$ cat src/rtl/modulus_down_counter_pkg.sv
// Shared constants for the counters library.
//   W_WRAP_DEFAULT : default width of the wrap tally
//   SAT_ALL_ONES   : all-ones source from which a W-bit tally takes its saturation value
package modulus_down_counter_pkg;

   localparam int unsigned W_WRAP_DEFAULT = 8;

   // Wide all-ones; a tally of width W saturates at SAT_ALL_ONES[W-1:0] (W <= 64).
   localparam logic [63:0] SAT_ALL_ONES = '1;

endpackage

$ cat src/rtl/modulus_down_counter_sat_counter.sv
// Saturating up counter used as the wrap tally.
// Ports:
//   clk     : rising-edge clock
//   reset_n : asynchronous active-low reset, clears the count
//   inc     : increment request for this edge
//   out     : registered count, sticks at all-ones
module sat_counter
   import modulus_down_counter_pkg::*;
#(
   parameter int unsigned W = W_WRAP_DEFAULT
) (
   input  logic         clk,
   input  logic         reset_n,
   input  logic         inc,
   output logic [W-1:0] out
);

   localparam logic [W-1:0] SAT = SAT_ALL_ONES[W-1:0];

   logic [W-1:0] out_d;

   always_comb begin
      out_d = out;
      if (inc && (out != SAT)) begin
         out_d = out + W'(1);
      end
   end

   always_ff @(posedge clk or negedge reset_n) begin
      if (!reset_n) begin
         out <= '0;
      end else begin
         out <= out_d;
      end
   end

endmodule

$ cat src/rtl/modulus_down_counter.sv
// Programmable-modulus down counter: counts limit..0, then reloads limit.
// Ports:
//   clk      : rising-edge clock
//   reset_n  : asynchronous active-low reset
//   en       : count enable; counter holds when low
//   load     : synchronous load strobe, wins over en
//   load_val : value loaded on load, clamped to limit
//   limit    : modulus-1; reload value after reaching 0
//   Q        : registered count
//   zero     : combinational Q==0
//   tc       : registered pulse, high in the cycle Q shows a reloaded limit
//   wraps    : saturating count of wrap events
module modulus_down_counter
   import modulus_down_counter_pkg::*;
#(
   parameter int unsigned n      = 3,
   parameter int unsigned W_WRAP = W_WRAP_DEFAULT
) (
   input  logic              clk,
   input  logic              reset_n,
   input  logic              en,
   input  logic              load,
   input  logic [n-1:0]      load_val,
   input  logic [n-1:0]      limit,
   output logic [n-1:0]      Q,
   output logic              zero,
   output logic              tc,
   output logic [W_WRAP-1:0] wraps
);

   logic [n-1:0] q_d;
   logic         tc_d;
   logic         wrap;

   assign zero = (Q == '0);

   always_comb begin
      q_d  = Q;
      tc_d = 1'b0;
      wrap = 1'b0;
      if (load) begin
         // limit is only sampled here and on a wrap.
         q_d = (load_val > limit) ? limit : load_val;
      end else if (en) begin
         if (Q != '0) begin
            q_d = Q - n'(1);
         end else begin
            // Decrement is never taken at Q==0, so no underflow handling is needed.
            q_d  = limit;
            tc_d = 1'b1;
            wrap = 1'b1;
         end
      end
   end

   always_ff @(posedge clk or negedge reset_n) begin
      if (!reset_n) begin
         Q  <= '0;
         tc <= 1'b0;
      end else begin
         Q  <= q_d;
         tc <= tc_d;
      end
   end

   sat_counter #(
      .W (W_WRAP)
   ) u_wrap_tally (
      .clk     (clk),
      .reset_n (reset_n),
      .inc     (wrap),
      .out     (wraps)
   );

endmodule

$ cat config.mk
export PLATFORM = sky130hd
export DESIGN_NAME = modulus_down_counter
export DESIGN_NICKNAME = d
export VERILOG_FILES = /design/src/rtl/modulus_down_counter_pkg.sv /design/src/rtl/modulus_down_counter_sat_counter.sv /design/src/rtl/modulus_down_counter.sv
export SDC_FILE = /design/constraint.sdc
export NUM_CORES = 1
export LEC_CHECK = 0
export BUFFER_PORTS_ARGS = -buffer_cell sky130_fd_sc_hd__buf_2
export CORE_UTILIZATION = 25
export CTS_BUF_LIST = sky130_fd_sc_hd__clkbuf_8
export DETAILED_ROUTE_END_ITERATION = 16
export PLACE_DENSITY_LB_ADDON = 0.05
export SLEW_MARGIN = 10
export SYNTH_ARGS = -nofsm -noshare
export SYNTH_HDL_FRONTEND = slang
export SYNTH_SLANG_ARGS = --single-unit
$ cat constraint.sdc
create_clock -name clk -period 3.77 [get_ports clk]
set_input_delay 0.5655 -clock clk [delete_from_list [all_inputs] [get_ports clk]]
set_output_delay 0.5655 -clock clk [all_outputs]
set_load 0.05 [all_outputs]
==> results.py <==
metrics = {
    "final_layout": {
        "drive_above_1_share_pct": 33.3,
        "fin_nets": 117,
        "antenna_cells": 0,
        "synthToLayoutAreaGrowth_pct": 23.4,
        "fillers": 300,
    },
    "timing": {
        "whs_ns": 0.202,
        "period_share_pct": 55.9,
        "timing.slew.headroom_pct": 79.9,
        "finalHoldViolations": 0,
        "skew_ns": 0.00326,
        "setup_viol": 0,
        "finalSetupTns_ns": 0,
        "finalMaxSlewViolations": 0,
        "fmax_ghz": 0.475,
        "rsz0062_at_grt": "false",
        "worst-slew-pin-transition_ns": 0.298,
        "fin_crit_ns": 2.11,
    },
    "cts": {
        "path_clk_slew_ns": 0.05,
        "cts_max_level": 1,
        "cts_buffer_depth": 2,
        "cts_hold_buf": 0,
        "cts-root-buf": "clkbuf_8",
        "cts_setup_buffers": 0,
        "clkLatencyLatePin_ns": 0.23,
        "cts_tree": "done",
        "cts_buffers": 3,
        "cts_resized": 0,
        "cts.sinks": 12,
    },
    "critical_path": {
        "critPathCaptureType": "primary output",
        "worstPathCellList": "inv_1 > ha_1 > nor2b_1 > buf_2",
        "rrSetupSlack_ns": 1.99,
        "cp_slowest_stage_delay_ns": 0.38,
        "cp_max_fo": 4,
        "reg2reg_from": "Q[0]",
        "worstPathRequired_ns": 3.20,
        "slowest_stage": "dfrtp_1",
        "cp_top_family": "buffers and inverters",
        "worstSetupPathType": "reg -> out",
        "r2r_cells": 6,
        "crit_path_start_kind": "register",
        "crit_buf_inv": 2,
        "crit_arrival_ns": 1.54,
        "r2r-end": "Q[0]",
    },
    "global_route": {
        "gr-usage-all-layers_pct": 11.7,
        "antenna_found_initial": 0,
        "grt_pass1_vias": 612,
        "grt_pass1_wl_um": 2870,
        "grt_start_max_net_pins": 13,
        "grt_overflow": 0,
    },
    "die": {
        "die_h_um": 57.3,
        "die_w_um": 57.3,
        "die_area_sq_um": 3280,
        "core_sq_um": 2830,
        "rows": 19,
        "io_pins": 23,
        "start_util_pct": 27.0,
    },
    "routing": {
        "wl_um": 1680,
        "drt_pre_antenna_iters": 10,
        "num_vias": 655,
        "drt_iter0_markers": 20,
        "vias_per_cell": 5.04,
        "drc": 5,
        "ant_nets": 0,
        "wire_per_inst_um": 12.9,
    },
    "logic_synthesis": {
        "syn_area_sq_um": 764,
        "synthDistinctLibCells": 29,
        "synthCells": 75,
        "syn-num-nets": 91,
        "yosysSeqAreaShare_pct": 39.3,
        "yosysWarningCount": 0,
        "ys_ff_latch": 12,
        "synth.avg_cell_area_sq_um": 10.2,
    },
    "min_path": {
        "hold_path_class": "in -> async",
    },
    "flow_run": {
        "maxCapViolCount": 0,
    },
    "outcome": {
        "violations": "design-rule violations",
        "status": "finished with violations",
    },
    "place": {
        "io_buffers": 22,
        "gp_congestion": 0.678,
        "hpwl_um": 1310,
    },
    "pwr": {
        "p_per_area_nw_per_um2": 508,
        "irDropWorstVdd_mv": 0.197,
        "leakagePower_nw": 0.458,
    },
}
[cells in the mapped netlist (all sizes together)]
cell | count | area [sq um]
a311o | 2 | 22.5
o2111ai | 2 | 17.5
ha | 6 | 75.1
buf | 1 | 11.3
mux2 | 3 | 33.8
nand4 | 2 | 12.5
and3 | 1 | 6.26
and4bb | 1 | 16.3
nor3 | 2 | 10.0
dfrtp | 12 | 300
mux2i | 2 | 20.0
a211oi | 1 | 7.51
nand2 | 3 | 11.3
o211ai | 3 | 22.5
a21boi | 1 | 7.51
or2 | 1 | 6.26
nand3 | 6 | 35.0
nor2b | 2 | 12.5
xnor2 | 2 | 17.5
a41oi | 1 | 8.76
a21oi | 3 | 15.0
and4 | 2 | 20.0
nor2 | 3 | 11.3
a31oi | 2 | 12.5
o21ai | 2 | 10.0
o21a | 2 | 15.0
inv | 7 | 26.3
[sequential cells by signal, summed over array words and instances (netlist names)]
register          flops
tc                    1
Q                     3
u_wrap_tally.out      8
[cells by family after synthesis]
family	Yosys count	synth area share, %
xor gates and xnor gates	2	2.29
buffers and inverters	8	4.91
and+or+nand+nor	23	18.5
adders and majority gates	6	9.82
muxes	5	7.04
AOI/OAI and AO/OA	19	18.2
DFF	12	39.3
[cells in the final DEF (no fill, tap or decap)]
master and count:
nand3_1 5, mux2i_1 2, nand2_1 3, o2111ai_1 2, a211oi_1 1, and4bb_4 1
o21ai_0 2, nor2_1 3, and3_1 1, nor3_1 2, nand3_2 1, a41oi_1 1
a311o_2 2, ha_1 6, clkbuf_8 3, a21oi_1 3, or2_0 1, inv_1 7
a21boi_0 1, dfrtp_1 12, o21a_1 2, o211ai_1 3, nand4_1 2, and4_4 1
xnor2_1 2, nor2b_1 2, a31oi_1 2, buf_2 22, mux2_2 3, and4_1 1
[worst register-to-register path, cell delays in order, from the launching register on]
cell and delay, ns:
dfrtp_1 0.38, inv_1 0.12, ha_1 0.22, nor2b_1 0.27
mux2_2 0.36, a211oi_1 0.24, a31oi_1 0.06
[report_power, final]
| part | total, mW | leakage [nW] | internal [mW] | switching, mW |
|---|---|---|---|---|
| registers | 0.174 | 0.146 | 0.150 | 0.0241 |
| logic | 0.192 | 0.290 | 0.0593 | 0.133 |
| clock network | 0.113 | 0.0216 | 0.0701 | 0.0427 |
| total | 0.480 | 0.458 | 0.280 | 0.200 |
[worst max-delay path by stage]
stage               cells after the start  startpoint  slack, ns   end
finish                                  4        Q[0]       1.66  zero
global route                            4        Q[0]       1.56  zero
CTS                                     4        Q[0]       1.66  zero
detailed placement                      4        Q[0]       1.93  zero
global placement                        4        Q[0]       1.89  zero
floorplan                               6        Q[0]       1.22  Q[0]
[metal layers]
metal / GRT usage, % / wire length [um] / up-vias
met5: 0 / 0 / -
met2: 16.3 / 749 / 15
met4: 4.18 / 16 / 0
met3: 4.31 / 83 / 2
li1: - / - / 330
met1: 16.4 / 832 / 308
[final cells by class]
class	instances	area (sq um)	share of cell area [%]
Timing Repair Buffer	22	110	11.7
Clock buffer	3	41.3	4.38
Multi-Input combinational cell	55	427	45.2
Sequential cell	12	300	31.8
Tap cell	31	38.8	4.11
Inverter	7	26.3	2.79
[metrics by stage]
step | power, mW | cell area (sq um) | setup slack (ns) | std cells | util, %
after floorplan | 0.321 | 764 | 1.22 | 75 | -
after detailed placement | 0.370 | 902 | 1.93 | 127 | 31.9
final | 0.480 | 943 | 1.66 | 130 | 33.3
after CTS | 0.487 | 943 | 1.66 | 130 | 33.3
after global routing | 0.512 | 943 | 1.56 | 130 | 33.3
after global placement | 0.371 | 902 | 1.89 | 127 | 31.9
No activity file was read; power rests on OpenSTA's default activity.
